**config.mk**
```make
export PLATFORM = sky130hd
export DESIGN_NAME = logical_tile_clb_param
export DESIGN_NICKNAME = d
export VERILOG_FILES = /design/src/rtl/logical_tile_clb_param.sv
export SDC_FILE = /design/constraint.sdc
export NUM_CORES = 1
export LEC_CHECK = 0
export ABC_CLOCK_PERIOD_IN_PS = 15170
export CORE_MARGIN = 1
export CORE_UTILIZATION = 60
export DETAILED_ROUTE_END_ITERATION = 8
export PLACE_DENSITY = 0.79
export SLEW_MARGIN = 20
export SYNTH_ARGS = -nofsm -noshare
export SYNTH_HDL_FRONTEND = slang
export SYNTH_SLANG_ARGS = --single-unit
```
**constraint.sdc**
```tcl
create_clock -name clk -period 15.17 [get_ports clk]
set_input_delay 1.517 -clock clk [delete_from_list [all_inputs] [get_ports clk]]
set_output_delay 1.517 -clock clk [all_outputs]
set_load 0.05 [all_outputs]
```
**src/rtl/logical_tile_clb_param.sv**
```systemverilog
// Parametrised CLB tile: N_FLE LUT+FF elements, a local crossbar with FLE feedback and a
// serial configuration chain whose load is tracked by a small FSM. Outputs stay at 0 until
// a bitstream of exactly CFG_BITS bits has been shifted in.
module logical_tile_clb_param #(
    parameter int N_FLE = 2,
    parameter int K     = 4,
    parameter int NUM_I = 8
) (
    input  logic             clk,
    input  logic             reset,
    input  logic [NUM_I-1:0] clb_I,
    input  logic             ccff_en,
    input  logic             ccff_head,
    output logic [N_FLE-1:0] clb_O,
    output logic             ccff_tail,
    output logic             cfg_done,
    output logic             cfg_err
);

    localparam int NSRC     = NUM_I + N_FLE;
    localparam int S        = $clog2(NSRC);
    localparam int TW       = 2 ** K;
    localparam int FB       = TW + 1;
    localparam int MUX_BASE = N_FLE * FB;
    localparam int CFG_BITS = N_FLE * FB + N_FLE * K * S;
    localparam int CW       = $clog2(CFG_BITS + 2);

    localparam logic [1:0] ST_UNCFG  = 2'd0;
    localparam logic [1:0] ST_LOAD   = 2'd1;
    localparam logic [1:0] ST_ACTIVE = 2'd2;

    logic [CFG_BITS-1:0] r_cfg;
    logic [N_FLE-1:0]    r_ff;
    logic [1:0]          r_state;
    logic [CW-1:0]       r_count;
    logic                r_err;

    logic [1:0]          w_state_nx;
    logic [CW-1:0]       w_count_nx;
    logic                w_err_nx;
    logic [N_FLE-1:0]    w_lut_out;
    logic [N_FLE-1:0]    w_fle_out;

    // Configuration shift register; shifts whenever enabled, regardless of state.
    always_ff @(posedge clk or negedge reset) begin
        if (!reset) begin
            r_cfg <= '0;
        end else if (ccff_en) begin
            r_cfg <= {r_cfg[CFG_BITS-2:0], ccff_head};
        end
    end

    // Crossbar and LUTs. Feedback between combinational FLEs is resolved by unrolling
    // N_FLE+1 passes: any legal (acyclic) chain settles within N_FLE passes, and the
    // extra pass gives FF-mode LUTs their final inputs. No combinational loop is built.
    always_comb begin
        logic [N_FLE-1:0] w_fb;
        logic [NSRC-1:0]  w_src;
        logic [K-1:0]     w_addr;
        logic [S-1:0]     w_sel;
        logic [TW-1:0]    w_tab;
        w_fb      = '0;
        w_src     = '0;
        w_addr    = '0;
        w_sel     = '0;
        w_tab     = '0;
        w_lut_out = '0;
        for (int j = 0; j < N_FLE; j++) begin
            w_fb[j] = r_cfg[j*FB+TW] & r_ff[j];
        end
        for (int p = 0; p <= N_FLE; p++) begin
            w_src = {w_fb, clb_I};
            for (int j = 0; j < N_FLE; j++) begin
                w_tab = r_cfg[j*FB +: TW];
                for (int k = 0; k < K; k++) begin
                    w_sel     = r_cfg[MUX_BASE + (j*K+k)*S +: S];
                    // Selects beyond the source vector read constant 0.
                    w_addr[k] = (int'(w_sel) < NSRC) ? w_src[w_sel] : 1'b0;
                end
                w_lut_out[j] = w_tab[w_addr];
            end
            for (int j = 0; j < N_FLE; j++) begin
                w_fb[j] = r_cfg[j*FB+TW] ? r_ff[j] : w_lut_out[j];
            end
        end
        w_fle_out = w_fb;
    end

    // FLE flops capture LUT outputs only while active; held clear otherwise.
    always_ff @(posedge clk or negedge reset) begin
        if (!reset) begin
            r_ff <= '0;
        end else if (r_state == ST_ACTIVE) begin
            r_ff <= w_lut_out;
        end else begin
            r_ff <= '0;
        end
    end

    // Load FSM next-state: counts shifted bits and judges the length when enable drops.
    always_comb begin
        w_state_nx = r_state;
        w_count_nx = r_count;
        w_err_nx   = r_err;
        case (r_state)
            ST_UNCFG: begin
                if (ccff_en) begin
                    w_state_nx = ST_LOAD;
                    w_count_nx = CW'(1);
                end
            end
            ST_LOAD: begin
                if (ccff_en) begin
                    if (r_count != CW'(CFG_BITS + 1)) begin
                        w_count_nx = r_count + CW'(1);
                    end
                end else if (r_count == CW'(CFG_BITS)) begin
                    w_state_nx = ST_ACTIVE;
                    w_count_nx = '0;
                    w_err_nx   = 1'b0;
                end else begin
                    w_state_nx = ST_UNCFG;
                    w_count_nx = '0;
                    w_err_nx   = 1'b1;
                end
            end
            ST_ACTIVE: begin
                if (ccff_en) begin
                    w_state_nx = ST_LOAD;
                    w_count_nx = CW'(1);
                end
            end
            default: begin
                w_state_nx = ST_UNCFG;
                w_count_nx = '0;
            end
        endcase
    end

    // Load FSM state registers.
    always_ff @(posedge clk or negedge reset) begin
        if (!reset) begin
            r_state <= ST_UNCFG;
            r_count <= '0;
            r_err   <= 1'b0;
        end else begin
            r_state <= w_state_nx;
            r_count <= w_count_nx;
            r_err   <= w_err_nx;
        end
    end

    assign clb_O     = (r_state == ST_ACTIVE) ? w_fle_out : '0;
    assign ccff_tail = r_cfg[CFG_BITS-1];
    assign cfg_done  = (r_state == ST_ACTIVE);
    assign cfg_err   = r_err;

endmodule
```
==> metrics.yaml, run 1 <==
peakVddDrop_mv: 0.132
clock-sinks: 78
syn_inst: 647
critPathMaxFanout: 15
grt_pass1_vias: 5139
drive_gt1_share_pct: 19.7
cts-hold-fix-buffers: 0
drv_slew: 0
drtIter0Drc: 431
grt_max_degree: 95
wirelength_um: 17100
synth_area_um2: 6150
post_dp_cell_area_um2: 6330
crit_slowest_cell: "clkdlybuf4s50_1"
grt_overflow_total: 0
hp-class: "reg -> reg"
fin_tns_setup_ns: 0
critical_path_class: "in -> out"
finalHoldViolCount: 0
slew_headroom_pct: 35.3
vias_per_cell: 6.92
ys_types: 95
finalCritPeriodShare_pct: 61.1
nFillCells: 799
grt_pass1_wl_um: 27500
clock_path_buffers: 2
async_reset_ff_share_pct: 100
postSynthAreaPerCell_um2: 9.50
ant_nets: 0
hpwlAfterDp_um: 12300
worstMarginPinSlew_ns: 0.970
die_y_um: 103
dr.pass1.iters: 5
antenna-diode-count: 0
rows: 36
wl_per_cell_um: 21.9
multiInputGateArea_um2: 3950
ys_warn_count: 0
area_growth_pct: 5.78
ctsResizeCount: 0
path_clk_slew_ns: 0.08
clkLatencyLatePin_ns: 0.38
cts_root_buf: "clkbuf_8"
path_cells: "clkdlybuf4s50_1, mux2i_1, a221o_1, o21ai_1, a2111oi_0, a31o_1, o31ai_2, or2_1, o31a_1, mux2i_1, nand3_1, a41o_1, nor2_2, a31o_2, nor3_1, a2111oi_2, o211ai_1, o311ai_1, clkdlybuf4s50_1"
maxCapViolations: 0
initial_utilization_pct: 62.3
dieArea_um2: 10700
nets: 660
place_congestion: 1.01
syn_nets: 661
regArea_um2: 1950
status: "finished, final reports clean"
routed-via-count: 5419
synth_enable_flop_cells: 0
startpoint_type: "input pin"
seq_area_frac_synth_pct: 31.7
die_w_um: 103
worstPathRequired_ns: 13.65
port_buffers: 16
max_stage_delay_ns: 0.85
grt.total_usage_pct: 34.8
io_pins: 17
synthFlopType: "dfrtp_1"
rsz0062_at_grt: "no"
power_leakage_nw: 2.60
cts_made_buffers: 9
htreeDepth: 3
endpoint_kind: "primary output"
period_needed_ns: 9.27
setup_viol: 0
arrival_ns: 7.75
ys_ff_latch: 78
tritoncts: "built"
finalInstanceArea_um2: 6500
power_density_nw_per_um2: 218
postCtsSetupBuffers: 0
antenna_found_initial: 0
final.setup_skew_ns: 0.0139
fmax_ghz: 0.108
coreArea_um2: 9860
route.detailed.drc: 0
==> registers in the layout, summed over array words and instances, names as in the netlist <==
| register | count |
|---|---|
| cfg_err | 1 |
| r_cfg | 66 |
| r_count | 7 |
| r_ff | 2 |
| r_state | 2 |
==> where the power goes <==
| group | switching, mW | leakage (nW) | internal [mW] |
|---|---|---|---|
| Sequential | 0.130 | 1.03 | 0.263 |
| Combinational | 0.530 | 1.48 | 0.355 |
| Clock | 0.0832 | 0.0848 | 0.0581 |
| Total | 0.744 | 2.60 | 0.676 |
==> metal layers <==
| metal | vias to the layer above | GRT usage (%) | part of all wire (%) |
|---|---|---|---|
| li1 | 2454 | - | - |
| met5 | - | 0 | 0 |
| met3 | 42 | 6.99 | 8.4 |
| met4 | 0 | 12.0 | 2.2 |
| met1 | 2646 | 52.0 | 46 |
| met2 | 277 | 50.2 | 44 |
==> cell usage in the layout, fill, tap and decap left out, drive strengths merged, types with 6 or more instances in the layout <==
master,n
dfrtp,78
nand2,77
mux2,56
o21ai,40
nor2,36
mux2i,33
inv,29
a21oi,27
nand3,22
clkdlybuf4s50,14
mux4,11
o22ai,11
and2,11
clkbuf,9
nor2b,8
a211oi,8
a31oi,8
a221oi,8
o31ai,8
o211ai,7
nor3,7
a31o,7
or3,6
a21o,6
nand4,6
nand2b,6
a22oi,6
nor4,6
clkinv,6
==> path summary, 6_finish.rpt <==
check                       endpoint  startpoint  slack, ns  depth (start not counted)
max                         clb_O[0]    clb_I[5]       5.90                         19
min                        r_cfg[54]   r_cfg[53]       0.54                          2
max reg2reg                  r_ff[1]   r_cfg[38]       9.02                         17
min reg2reg                r_cfg[54]   r_cfg[53]       0.54                          2
max in group asynchronous  r_cfg[49]       reset      13.51                          1
min in group asynchronous  r_cfg[19]       reset       1.18                          1
==> cell type report <==
class,instances,share of cell area (%)
clock buffer,9,1.90
clock inverter,6,0.616
timing repair buffer,17,2.52
tap,133,2.56
inverter,30,1.73
sequential,78,30.0
multi-input combinational,510,60.7
==> Yosys cell counts, types with 7 or more instances <==
library cell,count,area [um2]
a211oi_1,7,52.6
nor2_1,33,124
o21ai_0,35,175
nand3_1,21,105
mux2_2,51,574
mux2i_1,33,330
a21oi_1,22,110
mux4_2,11,248
and2_1,8,50.1
buf_2,8,40.0
nand2_1,75,282
o211ai_1,7,52.6
dfrtp_1,78,1950
o22ai_1,9,56.3
inv_1,29,109
clkbuf_1,15,56.3
nor2b_1,8,50.1
==> critical path, delay by kind of cell <==
kind                   cells  cell delay, ns
buffers and inverters      2            1.49
AOI/OAI and AO/OA         11            3.19
muxes                      2            0.41
and+or+nand+nor            4            1.13
==> cells by family after synthesis <==
logic type	synth area share [%]
AND/OR/NAND/NOR	17.8
XOR/XNOR	0.285
buffers and inverters	4.19
AO/OA/AOI/OAI	25.7
adder cells (fa/ha/maj)	0.407
flip-flops	31.7
multiplexers	19.9
==> per-stage QoR <==
stage / power (mW) / worst slack [ns] / hold WS, ns / instances / util, %
6_report: 1.42 / 5.90 / 0.537 / 783 / 65.9
5_1_grt: 1.51 / 5.49 / 0.574 / 783 / 65.9
4_1_cts: 1.40 / 5.79 / 0.537 / 783 / 65.8
3_5_place_dp: 1.25 / 5.82 / 0.516 / 768 / 64.2
3_3_place_gp: 1.24 / 5.92 / 0.512 / 768 / 64.2
2_1_floorplan: 1.06 / 7.08 / 0.485 / 647 / -
Note: power is estimated with default switching activity, not from simulation.
==> inputs of run 2 (changes only) <==
--- a/config.mk
+++ b/config.mk
@@ -5,11 +5,11 @@
 export SDC_FILE = /design/constraint.sdc
 export NUM_CORES = 1
 export LEC_CHECK = 0
-export ABC_CLOCK_PERIOD_IN_PS = 15170
+export ABC_CLOCK_PERIOD_IN_PS = 8020
 export CORE_MARGIN = 1
-export CORE_UTILIZATION = 60
+export CORE_UTILIZATION = 57
 export DETAILED_ROUTE_END_ITERATION = 8
-export PLACE_DENSITY = 0.79
+export PLACE_DENSITY = 0.78
 export SLEW_MARGIN = 20
 export SYNTH_ARGS = -nofsm -noshare
 export SYNTH_HDL_FRONTEND = slang
==> constraint.sdc (replaced) <==
create_clock -name clk -period 8.02 [get_ports clk]
set_input_delay 0.802 -clock clk [delete_from_list [all_inputs] [get_ports clk]]
set_output_delay 0.802 -clock clk [all_outputs]
set_load 0.05 [all_outputs]
==> metrics.yaml, run 2 (synthesized netlist as in run 1, its figures left out) <==
status: "finished, final reports clean"
worstPathRequired_ns: 7.22  # -6.43 ns
coreArea_um2: 10400  # +5.1%
period_needed_ns: 7.58
cts_made_buffers: 9  # unchanged
wl_per_cell_um: 21.5  # -2.0%
area_growth_pct: 6.86
cp_num_buf_inv: 2  # unchanged
clkLatencyLatePin_ns: 0.37  # about the same
ant_nets: 0  # unchanged
finalWorstSetupSlack_ns: 0.439  # -5.46 ns
final.setup_skew_ns: 0.00614  # -0.00778 ns
power_density_nw_per_um2: 412  # +89%
antenna-diode-count: 0  # unchanged
reg2reg_from: "r_cfg[33]"
hp-class: "in -> async"
max_stage_delay_ns: 0.83  # -0.02 ns
grt_pass1_vias: 5287  # +2.9%
maxCapViolations: 0  # unchanged
dpl_worst_slack_ns: 0.405  # -5.41 ns
crit_top_cell: "clkdlybuf4s50_1"
dieArea_um2: 11200  # +5.2%
power_leakage_nw: 2.65  # +2.1%
slew_headroom_pct: 36.3  # +0.95 points
port_buffers: 16  # unchanged
routed-via-count: 5498  # +1.5%
setup_viol: 0  # unchanged
route.detailed.drc: 0  # unchanged
drive_gt1_share_pct: 20.2  # +0.55 points
post_dp_cell_area_um2: 6370  # +0.65%
critical_path_class: "in -> out"
finalHoldViolCount: 0  # unchanged
die_w_um: 106  # +2.5%
swShare_pct: 51.5  # -0.84 points
rsz0062_at_grt: "no"
internal_power_mw: 1.31  # +94%
worstMarginPinSlew_ns: 0.956  # -0.0143 ns
tritoncts: "built"
place_congestion: 1.02  # +1.0%
vias_per_cell: 6.93  # +0.18%
final_cell_mix: "dfrtp_1, nand2_1, mux2_2"
antenna_found_initial: 0  # unchanged
timing.rr.end: "r_ff[1]"
arrival_ns: 6.78  # -0.97 ns
io_pins: 17  # unchanged
power_switching_mw: 1.40  # +88%
dr.pass1.iters: 5  # unchanged
fin_tns_setup_ns: 0  # unchanged
rows: 37  # +2.8%
cts_root_buf: "clkbuf_8"
finalInstanceArea_um2: 6570  # +1.0%
path_cells: "clkdlybuf4s50_1, mux4_2, nand2b_1, a31oi_4, mux2i_1, o32ai_4, nor3_4, nand3_2, and4_1, or4_1, a21o_1, a21oi_4, nand3_1, a21oi_2, a2111oi_0, a211oi_1, o21ai_0, o211ai_1, clkdlybuf4s50_1"
mostFrequentLayoutCell: "dfrtp_1"
grt_max_degree: 95  # unchanged
grt_overflow_total: 0  # unchanged
largest_reg_flops: 66  # unchanged
peakVddDrop_mv: 0.220  # +66%
clkPwrFrac_pct: 9.7  # -0.3 points
drtIter0Drc: 487  # +13%
clock-sinks: 78  # unchanged
grt.total_usage_pct: 32.5  # -2.3 points
initial_utilization_pct: 59.3  # -3.0 points
hpwlAfterDp_um: 12300  # -0.30%
drv_slew: 0  # unchanged
max_flop_register: "r_cfg"
die_y_um: 106  # +2.5%
fmax_ghz: 0.132
crit_family: "compound AO/OA/AOI/OAI gates"
finalCritPeriodShare_pct: 94.5
rr_worst_depth: 17  # unchanged
nets: 666  # +0.91%
power_frac_seq_pct: 27.2  # -0.5 points
pwr-share-comb_pct: 63.1  # +0.8 points
startpoint_type: "input pin"
nFillCells: 897  # +12%
endpoint_kind: "primary output"
path_clk_slew_ns: 0.08  # about the same
wirelength_um: 17000  # -0.72%
clock_path_buffers: 2  # unchanged
critPathMaxFanout: 8  # -7
htreeDepth: 3  # unchanged
reg_top3: "r_cfg: 66 flops, r_count: 7 flops"
grt_pass1_wl_um: 28000  # +1.7%
r2r_slack_ns: 2.18  # -6.84 ns
crit_slowest_cell: "clkdlybuf4s50_1"
==> run 2: routing by layer <==
layer	routed length [um]	track usage (%)	vias up
li1	-	-	2473
met1	7630	46.7	2699
met2	7530	49.2	285
met3	1440	5.63	41
met4	405	11.9	0
met5	0	0	-
==> run 2: power by group through the flow <==
| stage | Sequential (mW) | Clock (mW) | Combinational (mW) |
|---|---|---|---|
| final | 0.736 | 0.264 | 1.71 |
| after global routing | 0.754 | 0.289 | 1.84 |
| after CTS | 0.726 | 0.273 | 1.67 |
| after detailed placement | 0.731 | 0 | 1.66 |
| after global placement | 0.727 | 0 | 1.64 |
| after floorplan | 0.611 | 0 | 1.39 |
==> run 2: timing repair <==
item,in CTS,in global routing
setup buffers,0,0
endpoints found under the setup margin,0,2
resized for setup,0,2
hold buffers,0,0
==> run 2: cell type report <==
type	count	area [um2]	share of cell area (%)
clock buffers	12	145	2.21
well taps	136	170	2.59
inverters	30	113	1.71
clock inverters	4	22.5	0.343
multi-input cells	510	3940	60.0
repair buffers	23	228	3.47
flip-flops and latches	78	1950	29.7
==> run 2: worst reg2reg max path, stage by stage (launching register included) <==
cell       delay [ns]
dfrtp_1          0.62
and2_0           0.53
mux2i_1          0.21
o221ai_1         0.51
a2111oi_0        0.14
a31o_1           0.23
o31ai_2          0.33
or2_1            0.36
o31a_2           0.36
mux2i_1          0.23
a22oi_1          0.13
a41oi_2          0.42
nand4_1          0.40
o22ai_1          0.30
a221oi_1         0.08
a211oi_1         0.34
nor3_1           0.08
a211oi_1         0.43
==> run 2: worst max path at each step <==
stage                     startpoint        to  depth (start not counted)
after CTS                   clb_I[7]  clb_O[0]                         19
final                       clb_I[7]  clb_O[1]                         19
after global placement      clb_I[4]  clb_O[0]                         19
after detailed placement    clb_I[7]  clb_O[0]                         19
after global routing        clb_I[7]  clb_O[1]                         19
after floorplan             clb_I[3]  clb_O[0]                         18
==> run 2: metrics by stage <==
| step | total power, mW | utilization [%] | std cells | hold slack, ns |
|---|---|---|---|---|
| after floorplan | 2.01 | - | 647 | 0.485 |
| after global placement | 2.37 | 61.5 | 776 | 0.513 |
| after detailed placement | 2.39 | 61.5 | 776 | 0.531 |
| after CTS | 2.67 | 63.1 | 792 | 0.551 |
| after global routing | 2.88 | 63.4 | 793 | 0.313 |
| final | 2.71 | 63.4 | 793 | 0.310 |
==> inputs of run 3 (changes only) <==
--- a/config.mk
+++ b/config.mk
@@ -9,6 +9,7 @@
 export CORE_MARGIN = 1
 export CORE_UTILIZATION = 57
 export DETAILED_ROUTE_END_ITERATION = 8
+export MAX_ROUTING_LAYER = met4
 export PLACE_DENSITY = 0.78
 export SLEW_MARGIN = 20
 export SYNTH_ARGS = -nofsm -noshare
==> metrics.yaml, run 3 (synthesized netlist as in run 1, its figures left out) <==
cts-hold-fix-buffers: 0  # unchanged
grt_pass1_vias: 5286  # -0.019%
io_pins: 17  # unchanged
final.setup_skew_ns: 0.00735  # +0.00120 ns
hpwlAfterDp_um: 12100  # -0.97%
setup_viol: 0  # unchanged
antenna_found_initial: 0  # unchanged
rsz0062_at_grt: "no"
power_density_nw_per_um2: 417  # +1.1%
crit_top_cell: "mux2i_1"
die_w_um: 106  # unchanged
drive_gt1_share_pct: 20.1  # -0.12 points
dieArea_um2: 11200  # unchanged
vias_per_cell: 6.94  # +0.16%
path_cells: "clkdlybuf4s50_1, mux4_2, nand2b_1, a31oi_4, mux2i_1, o22a_1, nand3_1, a31oi_1, o31a_1, mux2i_1, a22oi_1, a41oi_2, nand4_1, o22ai_1, a2111oi_0, a211oi_1, o21ai_0, o211ai_1, dlymetal6s2s_1"
status: "finished, final reports clean"
drv_slew: 0  # unchanged
route.detailed.drc: 0  # unchanged
critical_path_class: "in -> out"
critPathMaxFanout: 9  # +1
ant_nets: 0  # unchanged
crit_slowest_cell: "clkdlybuf4s50_1"
dr.pass1.iters: 7  # +2
largest_reg_flops: 66  # unchanged
cp_num_buf_inv: 2  # unchanged
area_growth_pct: 6.61
nets: 665  # -0.15%
endpoint_kind: "primary output"
max_flop_register: "r_cfg"
fin_tns_setup_ns: 0  # unchanged
wl_per_cell_um: 21.7  # +1.3%
max_stage_delay_ns: 0.56  # -0.27 ns
antenna-diode-count: 0  # unchanged
finalCritPeriodShare_pct: 92.7  # -1.8 points
cts_made_buffers: 9  # unchanged
final_cell_mix: "dfrtp_1, nand2_1, mux2_2"
startpoint_type: "input pin"
clkLatencyLatePin_ns: 0.38  # about the same
reg_top3: "r_cfg: 66 flops, r_count: 7 flops"
grt_pass1_wl_um: 28100  # +0.54%
drtIter0Drc: 533  # +9.4%
worstPathRequired_ns: 7.22  # about the same
clock_path_buffers: 2  # unchanged
period_needed_ns: 7.43  # -0.146 ns
mostFrequentLayoutCell: "dfrtp_1"
wirelength_um: 17200  # +1.2%
htreeDepth: 3  # unchanged
coreArea_um2: 10400  # unchanged
initial_utilization_pct: 59.3  # unchanged
path_clk_slew_ns: 0.08  # about the same
tritoncts: "built"
die_y_um: 106  # unchanged
maxCapViolations: 0  # unchanged
grt_overflow_total: 0  # unchanged
finalHoldViolCount: 0  # unchanged
nFillCells: 874  # -2.6%
arrival_ns: 6.63  # -0.15 ns
rows: 37  # unchanged
cts_root_buf: "clkbuf_8"
power.total_mw: 2.73  # +0.91%
fmax_ghz: 0.135  # +2.0%
grt_max_degree: 95  # unchanged
power_leakage_nw: 2.66  # +0.24%
clock-sinks: 78  # unchanged
grt.total_usage_pct: 33.7  # +1.2 points
hp-class: "in -> async"
routed-via-count: 5500  # +0.036%
peakVddDrop_mv: 0.215  # -2.3%
slew_headroom_pct: 37.0  # +0.68 points
crit_family: "compound AO/OA/AOI/OAI gates"
place_congestion: 1.00  # -1.5%
worstMarginPinSlew_ns: 0.946  # -0.0102 ns
port_buffers: 16  # unchanged
run 3: cell types whose count changed in the layout (fill, tap and decap cells not counted), sizes merged:
| cell | change |
|---|---|
| buf | -1 |
| clkbuf | -1 |
| clkdlybuf4s50 | -1 |
| clkinv | -1 |
| clkinvlp | +1 |
| dlymetal6s2s | +1 |
| inv | +1 |
run 3: metrics by stage:
| stage | setup WS (ns) | util, % | instance area, um2 | hold slack [ns] | std cells |
|---|---|---|---|---|---|
| detailed placement | 0.344 | 61.5 | 6370 | 0.534 | 776 |
| finish | 0.586 | 63.2 | 6560 | 0.419 | 792 |
| CTS | 0.323 | 63.1 | 6550 | 0.546 | 792 |
| floorplan | 1.36 | - | 6150 | 0.485 | 647 |
| global placement | 0.460 | 61.5 | 6370 | 0.511 | 776 |
| global route | 0.155 | 63.2 | 6560 | 0.488 | 792 |
run 3: area by class of cell:
cell class	count	area (um2)	area share (%)
Multi-Input combinational cell	510	3940	60.1
Sequential cell	78	1950	29.8
Timing Repair Buffer	22	206	3.15
Tap cell	136	170	2.60
Clock buffer	11	141	2.16
Clock inverter	5	33.8	0.515
Inverter	30	113	1.72
run 3: path summary, 6_finish.rpt:
path / startpoint / end / slack (ns) / cells after the start
setup / recovery: clb_I[4] / clb_O[1] / 0.59 / 19
hold / removal: reset / r_cfg[20] / 0.42 / 1
setup reg to reg: r_cfg[33] / r_ff[1] / 2.28 / 17
hold reg to reg: r_state[1] / r_state[0] / 0.56 / 1
max in group asynchronous: reset / r_cfg[2] / 7.05 / 1
min in group clk: r_state[1] / r_state[0] / 0.56 / 1
run 3: metal layers:
metal | routed length (um) | up-vias | global-route usage (%) | part of all wire (%)
met5 | 0 | - | - | 0
met4 | 466 | 0 | 12.5 | 2.7
met3 | 1610 | 37 | 5.63 | 9.4
met2 | 7670 | 293 | 49.4 | 45
met1 | 7470 | 2694 | 46.9 | 43
li1 | - | 2476 | - | -
run 3: what timing repair did:
item,4_1_cts,5_1_grt
endpoints found under the hold margin,0,0
resized for setup,0,2
setup endpoints to repair,0,2
setup buffers,0,0
run 3: power breakdown:
part	internal [mW]	leakage [nW]	total, mW	switching [mW]
Sequential	0.498	1.03	0.740	0.242
Combinational	0.693	1.54	1.72	1.02
Clock	0.121	0.0857	0.280	0.159
